**src/rtl/vending_ctrl_multi.sv**
```systemverilog
// Multi-product vending controller: coin credit accumulator, per-item
// pricing, inactivity refund, drop-sensor supervised vend, and coin-by-coin
// change payout. Single clock; `tick` is a slow enable from the divider.
module vending_ctrl_multi #(
    parameter int                          N_ITEMS        = 4,
    parameter int                          CREDIT_W       = 8,
    parameter logic [N_ITEMS*CREDIT_W-1:0] PRICE_LIST     = {8'd3, 8'd2, 8'd2, 8'd1},
    parameter int                          MAX_CREDIT     = 15,
    parameter int                          TIMEOUT_TICKS  = 50,
    parameter int                          DISPENSE_TICKS = 10
) (
    input  logic                         CLK,
    input  logic                         RST,
    input  logic                         tick,
    input  logic                         coin_valid,
    input  logic [1:0]                   coin_value,
    input  logic                         sel_valid,
    input  logic [$clog2(N_ITEMS)-1:0]   sel_idx,
    input  logic                         cancel,
    input  logic                         item_sensor,
    output logic [CREDIT_W-1:0]          credit,
    output logic [N_ITEMS-1:0]           dispense,
    output logic                         change_pulse,
    output logic                         coin_reject,
    output logic                         insufficient,
    output logic                         vend_fault,
    output logic                         busy
);

    localparam int IDX_W = $clog2(N_ITEMS);
    localparam int TMO_W = $clog2(TIMEOUT_TICKS + 1);
    localparam int DSP_W = $clog2(DISPENSE_TICKS + 1);

    localparam logic [1:0] ST_IDLE   = 2'd0;
    localparam logic [1:0] ST_CREDIT = 2'd1;
    localparam logic [1:0] ST_VEND   = 2'd2;
    localparam logic [1:0] ST_CHANGE = 2'd3;

    localparam logic [CREDIT_W:0]   MAX_C     = MAX_CREDIT[CREDIT_W:0];
    localparam logic [TMO_W-1:0]    TMO_LIMIT = TIMEOUT_TICKS[TMO_W-1:0];
    localparam logic [DSP_W-1:0]    DSP_LIMIT = DISPENSE_TICKS[DSP_W-1:0];
    localparam logic [CREDIT_W-1:0] CREDIT_ONE = {{(CREDIT_W-1){1'b0}}, 1'b1};

    // Coin code to credit units, widened by one bit so sums never wrap.
    function automatic logic [CREDIT_W:0] coin_units(input logic [1:0] code);
        logic [CREDIT_W:0] units;
        units = '0;
        case (code)
            2'b01:   units[2:0] = 3'd1;
            2'b10:   units[2:0] = 3'd2;
            2'b11:   units[2:0] = 3'd5;
            default: units[2:0] = 3'd0;
        endcase
        return units;
    endfunction

    // Price of one product; out-of-range indices read as zero.
    function automatic logic [CREDIT_W-1:0] price_of(input logic [IDX_W-1:0] idx);
        logic [CREDIT_W-1:0] p;
        if (int'(idx) < N_ITEMS) begin
            p = PRICE_LIST[int'(idx)*CREDIT_W +: CREDIT_W];
        end else begin
            p = '0;
        end
        return p;
    endfunction

    logic [1:0]          state_q,   state_d;
    logic [CREDIT_W-1:0] credit_q,  credit_d;
    logic [N_ITEMS-1:0]  disp_q,    disp_d;
    logic [IDX_W-1:0]    vidx_q,    vidx_d;
    logic [TMO_W-1:0]    tmo_q,     tmo_d;
    logic [DSP_W-1:0]    vcnt_q,    vcnt_d;
    logic                chg_q,     chg_d;
    logic                rej_q,     rej_d;
    logic                ins_q,     ins_d;
    logic                flt_q,     flt_d;
    logic                busy_q,    busy_d;

    logic                coin_present_s;
    logic [CREDIT_W:0]   coin_sum_s;
    logic [CREDIT_W-1:0] sel_price_s;
    logic [TMO_W-1:0]    tmo_inc_s;
    logic [DSP_W-1:0]    vcnt_inc_s;
    logic                sel_ok_s;

    assign coin_present_s = coin_valid && (coin_value != 2'b00);
    assign coin_sum_s     = {1'b0, credit_q} + coin_units(coin_value);
    assign sel_price_s    = price_of(sel_idx);
    assign tmo_inc_s      = tmo_q + {{(TMO_W-1){1'b0}}, tick};
    assign vcnt_inc_s     = vcnt_q + {{(DSP_W-1){1'b0}}, tick};
    assign sel_ok_s       = sel_valid && (int'(sel_idx) < N_ITEMS);

    // Next-state and next-output decision for every state.
    always_comb begin
        state_d  = state_q;
        credit_d = credit_q;
        disp_d   = disp_q;
        vidx_d   = vidx_q;
        tmo_d    = tmo_q;
        vcnt_d   = vcnt_q;
        chg_d    = 1'b0;
        rej_d    = 1'b0;
        ins_d    = 1'b0;
        flt_d    = 1'b0;
        case (state_q)
            ST_IDLE, ST_CREDIT: begin
                if (cancel || ((state_q == ST_CREDIT) && (tmo_inc_s >= TMO_LIMIT))) begin
                    // Cancel/timeout beats a coin arriving in the same cycle.
                    rej_d = coin_present_s;
                    tmo_d = '0;
                    if (state_q == ST_CREDIT) begin
                        state_d = ST_CHANGE;
                    end else begin
                        state_d = ST_IDLE;
                    end
                end else if (coin_present_s) begin
                    if (coin_sum_s <= MAX_C) begin
                        credit_d = coin_sum_s[CREDIT_W-1:0];
                        state_d  = ST_CREDIT;
                        tmo_d    = '0;
                    end else begin
                        rej_d = 1'b1;
                        tmo_d = (state_q == ST_CREDIT) ? tmo_inc_s : '0;
                    end
                end else if (sel_ok_s && (state_q == ST_CREDIT)) begin
                    tmo_d = '0;
                    if ({1'b0, credit_q} >= {1'b0, sel_price_s}) begin
                        credit_d        = credit_q - sel_price_s;
                        disp_d          = '0;
                        disp_d[sel_idx] = 1'b1;
                        vidx_d          = sel_idx;
                        vcnt_d          = '0;
                        state_d         = ST_VEND;
                    end else begin
                        ins_d = 1'b1;
                    end
                end else begin
                    tmo_d = (state_q == ST_CREDIT) ? tmo_inc_s : '0;
                end
            end
            ST_VEND: begin
                rej_d = coin_present_s;
                if (item_sensor) begin
                    // Sensor wins a tie with the fault timer.
                    disp_d  = '0;
                    vcnt_d  = '0;
                    state_d = (credit_q != '0) ? ST_CHANGE : ST_IDLE;
                end else if (vcnt_inc_s >= DSP_LIMIT) begin
                    disp_d   = '0;
                    vcnt_d   = '0;
                    flt_d    = 1'b1;
                    credit_d = credit_q + price_of(vidx_q);
                    state_d  = ST_CHANGE;
                end else begin
                    vcnt_d = vcnt_inc_s;
                end
            end
            ST_CHANGE: begin
                rej_d = coin_present_s;
                if (credit_q == '0) begin
                    state_d = ST_IDLE;
                end else if (tick) begin
                    chg_d    = 1'b1;
                    credit_d = credit_q - CREDIT_ONE;
                    state_d  = (credit_q == CREDIT_ONE) ? ST_IDLE : ST_CHANGE;
                end else begin
                    state_d = ST_CHANGE;
                end
            end
            default: begin
                state_d  = ST_IDLE;
                credit_d = '0;
                disp_d   = '0;
                tmo_d    = '0;
                vcnt_d   = '0;
            end
        endcase
        busy_d = (state_d == ST_VEND) || (state_d == ST_CHANGE);
    end

    // State and registered outputs; reset drops any held credit.
    always_ff @(posedge CLK) begin
        if (RST) begin
            state_q  <= ST_IDLE;
            credit_q <= '0;
            disp_q   <= '0;
            vidx_q   <= '0;
            tmo_q    <= '0;
            vcnt_q   <= '0;
            chg_q    <= 1'b0;
            rej_q    <= 1'b0;
            ins_q    <= 1'b0;
            flt_q    <= 1'b0;
            busy_q   <= 1'b0;
        end else begin
            state_q  <= state_d;
            credit_q <= credit_d;
            disp_q   <= disp_d;
            vidx_q   <= vidx_d;
            tmo_q    <= tmo_d;
            vcnt_q   <= vcnt_d;
            chg_q    <= chg_d;
            rej_q    <= rej_d;
            ins_q    <= ins_d;
            flt_q    <= flt_d;
            busy_q   <= busy_d;
        end
    end

    assign credit       = credit_q;
    assign dispense     = disp_q;
    assign change_pulse = chg_q;
    assign coin_reject  = rej_q;
    assign insufficient = ins_q;
    assign vend_fault   = flt_q;
    assign busy         = busy_q;

endmodule

```
**config.mk**
```make
export PLATFORM = sky130hd
export DESIGN_NAME = vending_ctrl_multi
export DESIGN_NICKNAME = d
export VERILOG_FILES = /design/src/rtl/vending_ctrl_multi.sv
export SDC_FILE = /design/constraint.sdc
export NUM_CORES = 1
export LEC_CHECK = 0
export BUFFER_PORTS_ARGS = -buffer_cell sky130_fd_sc_hd__buf_2
export CORE_MARGIN = 4
export CORE_UTILIZATION = 45
export DETAILED_ROUTE_END_ITERATION = 6
export GPL_TIMING_DRIVEN = 0
export PLACE_DENSITY_LB_ADDON = 0.15
export SYNTH_ARGS = -nofsm -noshare
export SYNTH_HDL_FRONTEND = slang
export SYNTH_SLANG_ARGS = --single-unit
```
**constraint.sdc**
```tcl
create_clock -name CLK -period 4.55 [get_ports CLK]
set_clock_uncertainty 0.2 [all_clocks]
set_input_delay 0.91 -clock CLK [delete_from_list [all_inputs] [get_ports CLK]]
set_output_delay 0.91 -clock CLK [all_outputs]
set_load 0.02 [all_outputs]
```
==> summary.md <==
| Metric | Value |
|---|---|
| Sequential power share | 35.9% |
| Power Density | 299 nW/µm² |
| Final worst-path cycle share | 75.1% |
| Routed via count | 2,182 |
| Syn-to-layout area delta | 14.4% |
| Net Switching | 0.000255 W |
| Leak Pwr | 1.09 nW |
| Non-Filler Instances | 391 |
| DP Wirelength | 4.43 mm |
| Worst Path Required | 4.52 ns |
| GP Congestion | 0.867 |
| Avg WL per Cell | 15.1 µm |
| Tmin final | 3.42 ns |
| Vias in the first global route | 2,025 |
| Most common cell in the netlist | dfxtp_1 |
| CP most frequent cell | inv_1 |
| Most used DFF post-synth | dfxtp_1 |
| Yosys warns | 0 |
| Post-synth EDFFs | 0 |
| Clock transition at path regs | 0.07 ns |
| Commonest cells post-synth | dfxtp_1, nor2_1, o21ai_0, a21oi_1, nand2_1 |
| Worst slew margin | 48.7% |
| Vias per cell | 5.58 |
| Setup CP Type | input port to register |
| Tot GR Track Use | 19.9% |
| Post-Syn Area | 2290 µm² |
| CORE AREA | 4820 µm² |
| Crit path launch type | input port |
| #FFs+latches synth | 30 |
| Clock latency on the worst-skew pair | 0.29 ns |
| CP max stage delay | 0.43 ns |
| Power, Total | 0.000785 W |
| Syn_nets | 322 |
| Die area | 6310 µm² |
| Post-CTS setup buffers | 0 |
| Worst Tran Pin Value | 0.763 ns |
| Clock power frac | 36.6% |
| Max Buffers Root-to-Sink | 2 |
| CTS tree | done |
| Area of the multi-input gates | 1540 µm² |
| Antenna violations before repair | 0 |
| RSZ-0062 raised after global routing | false |
| Final nets | 356 |
| Routed wire length | 5.91 mm |
| FILL cells | 472 |
| Top delay family on crit path | adder cells |
| VDD IR max | 173 µV |
| H-tree levels | 2 |
| Syn Inst Count | 290 |
| DP Cell Count | 384 |
| Sw Ratio | 32.5% |
| Remaining antenna violation count | 0 |
| CP max FO | 10 |
| Boundary Pins | 28 |
| Max Slew Vio Count | 0 |
| Top-area cell type share of the netlist area | 26.2% |
| IO buf count | 27 |
| Post-cts resize count | 0 |
| Root Buffer | clkbuf_8 |
| Synth cell types | 55 |
| Clock Sink Count | 30 |
| Setup_tns | 0 ns |
| Gate power share | 27.6% |
| Top cells by area, synth | dfxtp_1, ha_1, o21ai_0, a21oi_1, nor2_1 |
| Setup crit end kind | register |
| Rows | 25 |
| Hold Fails Final Rpt | 0 |
| Bufs and invs on worst path | 5 |
| Arr. time, crit path | 3.38 ns |
| First-pass GRT wire length | 9.79 mm |
| DRC viols | 0 |
| Fmax | 293 MHz |
| HP Class | register to register |
| Detailed Route Iter0 Violations | 142 |
| TritonCTS buffer count | 5 |
| Slowest-stage cell, CP | fa_1 |
| Max-Cap Viols | 0 |
| Internal | 0.000530 W |
| Hold Buf Count CTS | 0 |
| Sequential share of the synthesized area | 26.2% |
| Status | finished, final reports clean |
| Reg area | 601 µm² |
| Cell taking the most area after synthesis | dfxtp_1 |
| Mean Syn Cell Area | 7.91 µm² |
| DR pass1 iterations | 4 |
| Asr flop ratio synth | 0% |
| Critical-path cell list | buf_2 -> inv_1 -> ha_1 -> inv_1 -> ha_1 -> inv_1 -> fa_1 -> nor3_1 -> nand3_1 -> a21o_1 -> o22ai_2 -> buf_6 -> mux2i_1 -> nor2_1 |
| Die X-Extent | 79.4 µm |
| Largest net degree at the start of global routing | 11 |
| Setup violators final | 0 |
| Ant diodes | 0 |
| Die height | 79.4 µm |
| Starting Density | 47.6% |
| Grt ovf | 0 |
| Share of post-route cells with drive strength above 1 | 17.0% |
==> power by group through the flow <==
stage,clock (W),combinational (W),sequential (W)
after floorplan,0,0.000149,0.000295
after global placement,0,0.000211,0.000287
after detailed placement,0,0.000212,0.000287
after CTS,0.000291,0.000214,0.000281
after global routing,0.000300,0.000242,0.000283
final,0.000287,0.000217,0.000281
==> placed cells by master (no fill, tap or decap), types with 5 or more instances in the layout <==
master / count
buf_2: 31
dfxtp_1: 30
nor2_1: 26
o21ai_0: 22
a21oi_1: 21
nand2_1: 20
inv_1: 19
ha_1: 18
nand3_1: 12
clkbuf_1: 10
nor3_1: 10
nor2b_1: 9
nand2b_1: 7
mux2i_1: 7
clkbuf_8: 6
nand3b_1: 5
==> final timing paths <==
kind               startpoint           to  slack [ns]  cells past startpoint
setup reg to reg    credit[1]    credit[0]        1.51                     10
hold reg to reg   dispense[3]  dispense[3]        0.27                      2
hold / removal    dispense[3]  dispense[3]        0.27                      2
setup / recovery   sel_idx[0]    credit[0]        1.13                     14
==> cells by family (layout without fill, tap and decap cells) <==
logic type / count (synthesis) / count (layout) / share of synthesized area, %
AOI/OAI and AO/OA: 80 / 80 / 23.1
DFF: 30 / 30 / 26.2
and+or+nand+nor: 110 / 110 / 25.7
xor gates and xnor gates: 4 / 4 / 1.53
adders and majority gates: 21 / 21 / 12.4
muxes: 10 / 10 / 4.53
buffers and inverters: 35 / 69 / 6.60
==> layer usage <==
metal | GRT usage [%] | up-vias | part of all wire [%]
met4 | 6.53 | 0 | 1.2
li1 | - | 1107 | -
met5 | 0 | - | 0
met3 | 5.42 | 7 | 7.7
met1 | 28.5 | 998 | 49
met2 | 28.8 | 70 | 42
==> area by class of cell <==
class	count	area share [%]
flip-flops and latches	30	22.9
repair buffers	27	5.15
clock inverters	1	1.14
multi-input cells	225	58.7
clock buffers	6	3.14
well taps	67	3.19
inverters	19	2.72
plain buffers	16	3.05
==> state kept, by name, indices dropped and copies added (netlist names), named ones only <==
name and count:
credit 8, coin_reject 1, vend_fault 1, dispense 4, tmo_q 6, change_pulse 1
vcnt_q 4, vidx_q 2, insufficient 1
==> through the flow <==
| stage | setup WS (ns) | utilization, % | hold WS, ns | cell area, µm² |
|---|---|---|---|---|
| after floorplan | 1.28 | - | 0.236 | 2290 |
| after global placement | 0.860 | 52.2 | 0.253 | 2510 |
| after detailed placement | 0.846 | 52.2 | 0.259 | 2510 |
| after CTS | 1.14 | 54.5 | 0.272 | 2630 |
| after global routing | 0.877 | 54.5 | 0.306 | 2630 |
| final | 1.13 | 54.5 | 0.271 | 2630 |
==> worst min-delay path, cell delays in order (launching register included) <==
cell,delay [ns]
dfxtp_1,0.31
nand2_1,0.05
o21ai_0,0.06
Power figures use the tool's default switching activity.
